**config.mk**
```make
export PLATFORM = sky130hd
export DESIGN_NAME = spi_frame_rx
export DESIGN_NICKNAME = d
export VERILOG_FILES = /design/src/rtl/spi_frame_pkg.sv /design/src/rtl/sync_edge_det.sv /design/src/rtl/spi_frame_rx.sv
export SDC_FILE = /design/constraint.sdc
export NUM_CORES = 1
export LEC_CHECK = 0
export ABC_AREA = 1
export BUFFER_PORTS_ARGS = -buffer_cell sky130_fd_sc_hd__buf_2
export CORE_ASPECT_RATIO = 0.8
export CORE_MARGIN = 10
export CORE_UTILIZATION = 40
export DETAILED_ROUTE_END_ITERATION = 10
export PLACE_DENSITY = 0.56
export SLEW_MARGIN = 10
export SYNTH_ARGS = -nofsm -noshare
export SYNTH_HDL_FRONTEND = slang
export SYNTH_SLANG_ARGS = --single-unit
```
**constraint.sdc**
```tcl
create_clock -name clk -period 2.43 [get_ports clk]
set_input_delay 0.1215 -clock clk [delete_from_list [all_inputs] [get_ports clk]]
set_output_delay 0.1215 -clock clk [all_outputs]
set_load 0.05 [all_outputs]
```
**src/rtl/spi_frame_pkg.sv**
```systemverilog
// Shared constants and state encoding for the SPI frame receiver.
package spi_frame_pkg;

    localparam int FRAME_BITS = 16;
    localparam int RW_BIT     = 15;
    localparam int ADDR_MSB   = 14;
    localparam int ADDR_LSB   = 8;
    localparam int DATA_MSB   = 7;

    typedef enum logic [1:0] {
        IDLE  = 2'd0,
        SHIFT = 2'd1,
        DONE  = 2'd2
    } state_e;

endpackage

```
**src/rtl/sync_edge_det.sv**
```systemverilog
// Two-flop synchroniser followed by a history flop; edges are taken
// between the synchronised output and the history flop.
module sync_edge_det #(
    parameter logic RST_VAL = 1'b0
) (
    input  logic clk,
    input  logic rst_n,
    input  logic d_i,
    output logic sync_o,
    output logic rise_o,
    output logic fall_o
);

    logic [2:0] sh_q;

    // Shift the pin through sync1, sync2 and the history flop.
    always_ff @(posedge clk) begin
        if (!rst_n) sh_q <= {3{RST_VAL}};
        else        sh_q <= {sh_q[1:0], d_i};
    end

    assign sync_o = sh_q[1];
    assign rise_o = sh_q[1] & ~sh_q[2];
    assign fall_o = ~sh_q[1] & sh_q[2];

endmodule

```
**src/rtl/spi_frame_rx.sv**
```systemverilog
// SPI mode-0 frame receiver: synchronises the pins, deserialises 16-bit
// frames and turns valid in-range writes into a single-cycle write strobe.
module spi_frame_rx #(
    parameter logic [6:0] MAX_ADDR   = 7'h04,
    parameter int         FRAME_BITS = spi_frame_pkg::FRAME_BITS
) (
    input  logic       clk,
    input  logic       rst_n,
    input  logic       sclk_in,
    input  logic       copi_in,
    input  logic       ncs_in,
    output logic       wr_valid,
    output logic [6:0] wr_addr,
    output logic [7:0] wr_data,
    output logic       addr_drop,
    output logic       frame_err,
    output logic       busy
);
    import spi_frame_pkg::*;

    logic sclk_sync_unused, sclk_fall_unused, sclk_rise;
    logic ncs_sync_unused, ncs_rise, ncs_fall;
    logic copi_sync, copi_rise_unused, copi_fall_unused;

    // nCS resets low, so a frame can only start after nCS is seen high.
    sync_edge_det #(.RST_VAL(1'b0)) u_sclk (
        .clk(clk), .rst_n(rst_n), .d_i(sclk_in),
        .sync_o(sclk_sync_unused), .rise_o(sclk_rise), .fall_o(sclk_fall_unused)
    );
    sync_edge_det #(.RST_VAL(1'b0)) u_ncs (
        .clk(clk), .rst_n(rst_n), .d_i(ncs_in),
        .sync_o(ncs_sync_unused), .rise_o(ncs_rise), .fall_o(ncs_fall)
    );
    // Same depth as SCLK so the data bit lines up with the sampling edge.
    sync_edge_det #(.RST_VAL(1'b0)) u_copi (
        .clk(clk), .rst_n(rst_n), .d_i(copi_in),
        .sync_o(copi_sync), .rise_o(copi_rise_unused), .fall_o(copi_fall_unused)
    );

    state_e                  state_q, state_d;
    logic [FRAME_BITS-1:0]   shreg_q, shreg_d;
    logic [4:0]              cnt_q, cnt_d;
    logic                    wr_valid_q, wr_valid_d;
    logic                    addr_drop_q, addr_drop_d;
    logic                    frame_err_q, frame_err_d;
    logic [6:0]              wr_addr_q, wr_addr_d;
    logic [7:0]              wr_data_q, wr_data_d;
    logic [6:0]              frame_addr;

    assign frame_addr = shreg_q[ADDR_MSB:ADDR_LSB];

    // State, datapath and registered outputs.
    always_ff @(posedge clk) begin
        if (!rst_n) begin
            state_q     <= IDLE;
            shreg_q     <= '0;
            cnt_q       <= '0;
            wr_valid_q  <= 1'b0;
            addr_drop_q <= 1'b0;
            frame_err_q <= 1'b0;
            wr_addr_q   <= '0;
            wr_data_q   <= '0;
        end else begin
            state_q     <= state_d;
            shreg_q     <= shreg_d;
            cnt_q       <= cnt_d;
            wr_valid_q  <= wr_valid_d;
            addr_drop_q <= addr_drop_d;
            frame_err_q <= frame_err_d;
            wr_addr_q   <= wr_addr_d;
            wr_data_q   <= wr_data_d;
        end
    end

    // Next state: nCS rising takes priority over a coincident SCLK edge.
    always_comb begin
        state_d     = state_q;
        shreg_d     = shreg_q;
        cnt_d       = cnt_q;
        wr_valid_d  = 1'b0;
        addr_drop_d = 1'b0;
        frame_err_d = 1'b0;
        wr_addr_d   = wr_addr_q;
        wr_data_d   = wr_data_q;
        case (state_q)
            IDLE: begin
                shreg_d = '0;
                cnt_d   = '0;
                if (ncs_fall) state_d = SHIFT;
            end
            SHIFT: begin
                if (ncs_rise) begin
                    frame_err_d = 1'b1;
                    state_d     = IDLE;
                end else if (sclk_rise) begin
                    shreg_d = {shreg_q[FRAME_BITS-2:0], copi_sync};
                    cnt_d   = cnt_q + 5'd1;
                    if (cnt_q + 5'd1 == 5'(FRAME_BITS)) state_d = DONE;
                end
            end
            DONE: begin
                if (ncs_rise) begin
                    state_d = IDLE;
                    if (shreg_q[RW_BIT]) begin
                        if (frame_addr <= MAX_ADDR) begin
                            wr_valid_d = 1'b1;
                            wr_addr_d  = frame_addr;
                            wr_data_d  = shreg_q[DATA_MSB:0];
                        end else begin
                            addr_drop_d = 1'b1;
                        end
                    end
                end
            end
            default: state_d = IDLE;
        endcase
    end

    assign wr_valid  = wr_valid_q;
    assign addr_drop = addr_drop_q;
    assign frame_err = frame_err_q;
    assign wr_addr   = wr_addr_q;
    assign wr_data   = wr_data_q;
    assign busy      = (state_q != IDLE);

endmodule
```
=== After elaboration in Yosys (flattened, before gate mapping) ===
Index checks and enable logic that the tools add are counted.

* Input port bits: 5
* Output and inout bits: 19
* Word-level logic and storage cells: 51
* Flip-flop bits (word level): 49

* Mux-type cells: 15
* Eq/ne operators: 9
* $lt $le $gt $ge: 1
* Bitwise logic cells: 6
* Reduce and logical (&&, ||, !) cells: 8
* Add/sub/neg operators: 1

{| class="wikitable"
|+ Operators with widths
! kind !! number
|-
| two-way mux 16 bit || 2
|-
| one-hot mux 16 bit (2 select lines) || 1
|-
| AND reduction 4 bit || 3
|-
| two-way mux 2 bit || 5
|-
| two-way mux 5 bit || 2
|-
| one-hot mux 5 bit (2 select lines) || 1
|-
| != test 2 bit (second input constant) || 4
|-
| <= comparator 7 x 3 -> 1 bit (second input constant) || 1
|-
| != test 3 bit (second input constant) || 2
|-
| one-hot mux 2 bit (3 select lines) || 1
|-
| adder 5 x 1 -> 5 bit (second input constant) || 1
|-
| equality test 5 bit (second input constant) || 1
|-
| nonzero test 2 bit || 2
|-
| AND 1 bit || 3
|-
| two-way mux 1 bit || 3
|-
| inverter 1 bit || 3
|-
| AND reduction 3 bit || 1
|-
| equality test 2 x 1 -> 1 bit (second input constant) || 1
|-
| equality test 2 bit (second input constant) || 1
|-
| logical NOT 2 bit || 1
|-
| AND reduction 2 bit || 1
|}

=== Logic depth before layout (Yosys ltp) ===
Gate-level depths: netlist of the first run.

* Word-level depth: 6
* Mapped depth: 8
* Mapped depth without buffers: 7

=== Hierarchy ===
Synthesis of the first run repeated with hierarchy kept, for this count alone.

* Cell total of the unflattened synthesis: 245
* Area, all modules: 1876.8 um^2

{| class="wikitable"
|+ Modules (own cells, without submodules)
! module !! sequential area each (um^2) !! area each (um^2) !! times used !! cells each
|-
| spi_frame_rx || 820.8 || 1576.5 || 1 || 206
|-
| sync_edge_det || 60.1 || 100.1 || 3 || 13
|}

=== Least setup slack after synthesis of the first run ===
OpenSTA, ideal clock, no wires.

* Path type: register to register
* From: reg state_q[0]
* To: reg shreg_q[9]
* Clock period less this slack: 1.357 ns
* Arrival: 1.287 ns
* Cell stages (with the launch flop): 8
* Data required time: 2.360 ns
* Path slack: 1.073 ns
* Library setup time: 0.070 ns
* Path buffers: 1
* Path through: dfxtp_1 nor2_1 inv_1 nand2_2 inv_4 buf_6 nand2_1 a21oi_1

* Cells in the longest elaborated chain, start to end: 3
* Elaborated cells between the ends (all ways): 7
* Those cells by class: eq/ne (3); mux (1); reduce/logical (3)

{| class="wikitable"
|+ Ends and longest elaborated chain
! element !! line !! text
|-
| start: declaration || spi_frame_rx.sv:40 || <nowiki>state_e state_q, state_d;</nowiki>
|-
| start signal: assignment || spi_frame_rx.sv:64 || <nowiki>state_q <= state_d;</nowiki>
|-
| equality test 2 x 1 -> 1 bit / logical NOT 2 bit (equally long branches) || spi_frame_rx.sv:85 || <nowiki>case (state_q)</nowiki>
|-
| != test 2 bit (no source line) / nonzero test 2 bit (equally long branches) || n/a ||
|-
| AND reduction 3 bit (no source line) || n/a ||
|-
| end signal: assignment || spi_frame_rx.sv:65 || <nowiki>shreg_q <= shreg_d;</nowiki>
|-
| end: declaration || spi_frame_rx.sv:41 || <nowiki>logic [FRAME_BITS-1:0] shreg_q, shreg_d;</nowiki>
|}

Several ways; a longest one is shown, not always the timed one.
A chain may end at the register's enable or synchronous reset.

=== Worst setup path in the final report of the first run ===
* From: reg state_q[1]
* To: reg wr_data_q[1] (netlist: wr_data[1])

* Cells in the longest elaborated chain, start to end: 2

{| class="wikitable"
|+ Ends and longest elaborated chain
! element !! line !! text
|-
| equality test 2 bit || spi_frame_rx.sv:85 ||
|-
| AND reduction 4 bit (no source line) || n/a ||
|-
| end signal: assignment || spi_frame_rx.sv:71 || <nowiki>wr_data_q <= wr_data_d;</nowiki>
|-
| end: declaration || spi_frame_rx.sv:47 || <nowiki>logic [7:0] wr_data_q, wr_data_d;</nowiki>
|}

Every way passes these cells.

==> results of run 1 <==
==> kinds of logic (layout without fill, tap and decap cells) <==
family / after synthesis / after routing / synth area share (%)
AO/OA/AOI/OAI: 49 / 49 / 13.4
buffers and inverters: 35 / 55 / 8.93
flip-flops: 49 / 49 / 53.0
adder cells (fa/ha/maj): 1 / 1 / 0.676
AND/OR/NAND/NOR: 102 / 102 / 23.5
XOR/XNOR: 1 / 1 / 0.474
==> sequential cells by signal, indices dropped and copies added (netlist names) <==
name and count:
u_copi.sh_q 2, wr_addr 7, state_q 2, addr_drop 1, wr_data 8, shreg_q 16
frame_err 1, u_ncs.sh_q 3, cnt_q 5, wr_valid 1, u_sclk.sh_q 3
==> tightest hold or removal path, cell delays in order <==
cell,delay (ps)
buf_2,70
nand2_1,40
inv_1,40
==> final cells by class <==
class	count	area [um^2]
Fill cell	491	2480
Tap cell	60	75.1
Multi-Input combinational cell	153	703
Inverter	23	88.8
Sequential cell	49	981
Clock inverter	1	5.00
Timing Repair Buffer	26	138
Clock buffer	5	68.8
==> placed cells by master (no fill, tap or decap) <==
cell / count
a21oi_1: 33
and3_1: 2
buf_2: 23
buf_4: 3
clkbuf_8: 5
clkinv_2: 1
dfxtp_1: 49
ha_1: 1
inv_1: 19
inv_2: 3
inv_4: 1
nand2_1: 60
nand2_2: 3
nand3_1: 8
nand4_1: 3
nor2_1: 20
nor2_2: 2
nor2_4: 1
nor3_1: 2
nor3_2: 1
o21a_1: 1
o21ai_0: 8
o21ai_1: 7
xnor2_1: 1
==> worst max path at each step <==
stage,from,end,slack (ps),depth (start not counted)
floorplan,state_q[0],shreg_q[9],1070,7
global placement,state_q[1],wr_data[1],940,7
detailed placement,state_q[1],wr_data[1],900,7
CTS,state_q[1],wr_data[1],890,7
global route,state_q[1],wr_data[0],710,7
finish,state_q[1],wr_data[1],920,7
==> power groups by stage <==
stage / clock network [mW] / registers, mW / logic (mW)
floorplan: 0 / 0.830 / 0.0328
global placement: 0 / 0.831 / 0.0425
detailed placement: 0 / 0.831 / 0.0427
CTS: 0.449 / 0.812 / 0.0428
global route: 0.483 / 0.814 / 0.0484
finish: 0.430 / 0.812 / 0.0421
==> per-layer routing <==
layer  vias to the layer above  track usage (%)  wire length, um
li1                        796                -                -
met2                        31             14.5             1500
met3                         2             3.78              247
met4                         0             3.09               21
met1                       649             13.3             1860
met5                         -                0                0
==> stage by stage <==
| stage | power, mW | worst slack (ps) | hold WS, ps | util [%] |
|---|---|---|---|---|
| 3_3_place_gp | 0.874 | 941 | 301 | 43.7 |
| 4_1_cts | 1.30 | 892 | 0.178 | 45.3 |
| 5_1_grt | 1.35 | 714 | 5.96 | 45.3 |
| 3_5_place_dp | 0.874 | 905 | 305 | 43.7 |
| 6_report | 1.28 | 916 | 9.65 | 45.3 |
| 2_1_floorplan | 0.863 | 1070 | 219 | - |
==> impl_results.md, run 1 <==
- Maximum clock rate: 660 MHz
- CP max stage delay: 350 ps
- Slew @ Worst Pin: 675 ps
- Placed cells: 311
- Psw: 0.274 mW
- CTS max path bufs: 2
- Pint: 1.01 mW
- DP Area: 1990 um^2
- Avg Inst Size Synth: 7.80 um^2
- Vias in the first global route: 1385
- Hold depth: 3
- Ys Warns: 0
- Worst slew margin: 54.9%
- Total Neg Setup Slack: 0 ps
- Leakage power: 0.878 nW
- Die area: 7760 um^2
- Finished Layout Cells: 317
- TritonCTS clock tree: built
- Initial DRC count: 69
- Pin count of the biggest net entering global routing: 27
- Antenna cells: 0
- Worst r2r path cells: 7
- Initial Utilization: 40.7%
- Routability cong.: 0.765
- CTS sink count: 49
- Cell area after layout: 2060 um^2
- FP Rows: 22
- Core area: 4540 um^2
- Share of cells above drive strength 1: 16.7%
- CP top delay family: simple AND/OR/NAND/NOR gates
- HP Start: copi_in
- Yosys top cell by area: dfxtp_1
- Unique masters post-synth: 24
- RR Endpoint: wr_data[1]
- Remaining antenna violation count: 0
- H-Tree Depth: 2
- Max cap viols: 0
- Top-count cell post-synth: nand2_1
- Initial antenna violation count: 0
- Worst R2R Start: state_q[1]
- RSZ-0062 raised after global routing: false
- Worst path bufs/invs: 1
- Die height: 80.8 um
- Clock latency on the worst-skew pair: 290 ps
- Slew Viols, Final: 0
- Top-area cell type share of the netlist area: 53.0%
- Startpoint types: flip-flop
- DR pass1 iterations: 4
- CP max stage cell: dfxtp_1
- DP HPWL: 2.41 mm
- Post-synthesis sequential area ratio: 53.0%
- Status: completed
- WP data arrival: 1700 ps
- Min Tclk post-route: 1510 ps
- Switching part of the total: 21.3%
- CTS Buf Count: 5
- Residual DRC: 0
- Vias/cell: 4.66
- Combinational share of power: 3.3%
- Final-report hold violation count: 0
- Grt ovf: 0
- Top post-synthesis cells by area: dfxtp_1, nand2_1, a21oi_1
- Max IR drop VDD: 0.000334 V
- Post-CTS setup buffers: 0
- Cts repair resizes: 0
- Sequential Power Share: 63.3%
- CP Capture Type: flip-flop
- Synth Cell Area: 1850 um^2
- # hold bufs at CTS: 0
- Total GRT Usage: 9.97%
- CP Max Fanout: 15
- Synth Net Count: 243
- Most frequent cells after synthesis: nand2_1, dfxtp_1, a21oi_1
- #FFs+latches synth: 49
- WP data required: 2610 ps
- Worst Hold Path EP: u_copi.sh_q[0]
- R2R Setup Slk: 920 ps
- Critical Setup Path Class: reg2reg
- Wire per inst: 11.4 um
- Ys async rst share: 0%
- NumNets Final: 264
- Ports: 24
- Worst-path clk slew: 80 ps
- Critical path cell sequence: inv_2 > nor2_2 > nand2_1 > nor2_4 > nand2_2 > o21ai_0 > nor2_1
- PwrDens: 623 nW/um^2
- Clk_skew: 3.98 ps
- Period utilization: 62.3%
- Worst Hold Class: in2reg
- Root Driver: clkbuf_8
- Port bufs: 23
- Die width: 96.0 um
- Synth Flop Type: dfxtp_1
- Number of enable flip-flop cells after synthesis: 0
- First-pass GRT wire length: 6.23 mm
- P&R area growth vs syn: 11.4%
- Clock share of power: 33.5%
- Final wirelength: 3.62 mm
- Vias after detailed routing: 1478
- Gate Count Post-Synth: 237
- Final setup viols: 0
Power figures use the tool's default switching activity.
==> run 2, diff against run 1 <==
- clock period: 2.43 -> 1.55 ns (I/O delays scaled with it)
==> run 2 against run 1 <==
Net effect:
- flip-flop and latch count is the same
- die area is the same
- global-route usage grew 0.55 points
- highest routed layer unchanged
- via count grew 1.5%
- sequential share of layout area shrank 2.9 points
==> impl_results.md, run 2 (same netlist as run 1, synthesis figures left out) <==
- Critical path cell sequence: ha_1 > nand2_1 > nor2_1 > inv_1 > nor2_1 > nand3_1 > a21oi_1
- Worst slew margin: 80.2% (+25 points)
- Hold depth: 3 (unchanged)
- PwrDens: 1090 nW/um^2 (+75%)
- Combinational share of power: 3.1% (-0.2 points)
- CTS max path bufs: 2 (unchanged)
- First-pass GRT wire length: 6.67 mm (+7.0%)
- M1 WL: 1.90 mm (+2.4%)
- Switching part of the total: 19.0% (-2.3 points)
- Final-report hold violation count: 0 (unchanged)
- Max IR drop VDD: 0.000618 V (+85%)
- Vias after detailed routing: 1500 (+1.5%)
- Remaining antenna violation count: 0 (unchanged)
- Maximum clock rate: 756 MHz (+15%)
- Clk_skew: 11.7 ps (+7.73 ps)
- Wire per inst: 11.2 um (-2.1%)
- HP Start: rst_n
- Vias/cell: 4.60 (-1.3%)
- Worst Hold Class: in2reg
- Worst R2R Start: cnt_q[1]
- Slew @ Worst Pin: 297 ps (-379 ps)
- H-Tree Depth: 2 (unchanged)
- Die width: 96.0 um (unchanged)
- Max reg flops: 16 (unchanged)
- Die area: 7760 um^2 (unchanged)
- CP Max Fanout: 4 (-11)
- Port bufs: 23 (unchanged)
- Root Driver: clkbuf_8
- Initial DRC count: 109 (+58%)
- Final wirelength: 3.65 mm (+0.66%)
- Worst r2r path cells: 7 (unchanged)
- P&R area growth vs syn: 18.5%
- DP Area: 2030 um^2 (+2.1%)
- Pin count of the biggest net entering global routing: 22 (-19%)
- TritonCTS clock tree: built
- Pint: 1.93 mW (+91%)
- Startpoint types: flip-flop
- Sequential Power Share: 53.3% (-10 points)
- Antenna cells: 0 (unchanged)
- CTS Buf Count: 5 (unchanged)
- Leakage power: 0.943 nW (+7.4%)
- Worst Hold Path EP: wr_data[4]
- RSZ-0062 raised after global routing: false
- DR pass1 iterations: 4 (unchanged)
- Most used cell along the critical path: nor2_1
- CP max stage delay: 390 ps (+40 ps)
- Final setup viols: 0 (unchanged)
- Max cap viols: 0 (unchanged)
- Clock share of power: 43.6% (+10 points)
- Ports: 24 (unchanged)
- Total GRT Usage: 10.5% (+0.55 points)
- Largest register by flop count: shreg_q
- Routed wire length on met3: 192 um (-22%)
- Initial Utilization: 40.7% (unchanged)
- DP HPWL: 2.54 mm (+5.3%)
- Vias in the first global route: 1495 (+7.9%)
- Cell area after layout: 2190 um^2 (+6.4%)
- NumNets Final: 271 (+2.7%)
- R2R Setup Slk: 230 ps (-690 ps)
- Routability cong.: 0.835 (+9.1%)
- Commonest non-fill, non-tap cell in the layout: nand2_1
- Worst-path clk slew: 90 ps (about the same)
- CP Capture Type: flip-flop
- WP data required: 1770 ps (-840 ps)
- FP Rows: 22 (unchanged)
- Initial antenna violation count: 0 (unchanged)
- Top Layer Used: met4
- Residual DRC: 0 (unchanged)
- Die height: 80.8 um (unchanged)
- Critical Setup Path Class: reg2reg
- WP data arrival: 1540 ps (-160 ps)
- Slew Viols, Final: 0 (unchanged)
- CP max stage cell: dfxtp_1
- Met2 WL post-DR: 1.51 mm (+1.1%)
- Psw: 0.455 mW (+66%)
- Total Neg Setup Slack: 0 ps (unchanged)
- Period utilization: 85.3% (+23 points)
- CTS sink count: 49 (unchanged)
- Most frequent cells in the layout: nand2_1, dfxtp_1, a21oi_1
- Clock latency on the worst-skew pair: 290 ps (about the same)
- Core area: 4540 um^2 (unchanged)
- RR Endpoint: state_q[1]
- Share of cells above drive strength 1: 18.4% (+1.7 points)
- Min Tclk post-route: 1320 ps (-192 ps)
- Grt ovf: 0 (unchanged)
- Status: completed
[run 2: routing by layer]
metal	GRT usage (%)	vias up
met1	13.7	667
met2	16.2	21
met4	3.09	0
met3	3.59	5
li1	-	807
met5	0	-
[run 2: worst max path at each step]
stage          startpoint    endpoint  cells past startpoint  slack (ps)
2_1_floorplan  state_q[0]  shreg_q[9]                      7         190
3_3_place_gp   state_q[1]  wr_data[0]                      7         280
3_5_place_dp     cnt_q[1]  state_q[1]                      7         270
4_1_cts          cnt_q[1]  state_q[1]                      7         220
5_1_grt          cnt_q[1]  state_q[1]                      7          30
6_report         cnt_q[1]  state_q[1]                      7         230
[run 2: final cells by class]
class                           instances  area, um^2
Sequential cell                        49         981
Fill cell                             474        2350
Clock buffer                            5        68.8
Inverter                               23        88.8
Timing Repair Buffer                   33         210
Clock inverter                          3        65.1
Multi-Input combinational cell        153         703
Tap cell                               60        75.1
[run 2: power by group through the flow]
| stage | combinational, mW | sequential [mW] | clock, mW |
|---|---|---|---|
| after detailed placement | 0.0690 | 1.30 | 0 |
| after global placement | 0.0698 | 1.30 | 0 |
| after global routing | 0.0860 | 1.28 | 1.14 |
| final | 0.0738 | 1.27 | 1.04 |
| after floorplan | 0.0515 | 1.30 | 0 |
| after CTS | 0.0749 | 1.27 | 1.07 |
[run 2: stage by stage]
stage | cells | hold slack (ps) | total power [mW] | worst slack (ps) | utilization [%]
finish | 326 | 177 | 2.39 | 228 | 48.3
global route | 326 | 192 | 2.50 | 32.3 | 48.3
CTS | 326 | 163 | 2.42 | 218 | 48.3
detailed placement | 315 | 263 | 1.37 | 271 | 44.7
global placement | 315 | 257 | 1.37 | 276 | 44.7
floorplan | 237 | 175 | 1.35 | 193 | -
[run 2: critical path: cells and delay by family (launching register included)]
| kind | cells | cell delay [ps] |
|---|---|---|
| simple gates | 4 | 400 |
| compound gates | 1 | 150 |
| buf+inv | 1 | 50 |
| flops | 1 | 390 |
| fa+ha+maj | 1 | 270 |
[run 2: timing repair]
action | 4_1_cts | 5_1_grt
hold buffers | 3 | 0
hold endpoints to repair | 3 | 0
endpoints found under the setup margin | 0 | 0
buffers inserted | 0 | 0
resized for setup | 0 | 0
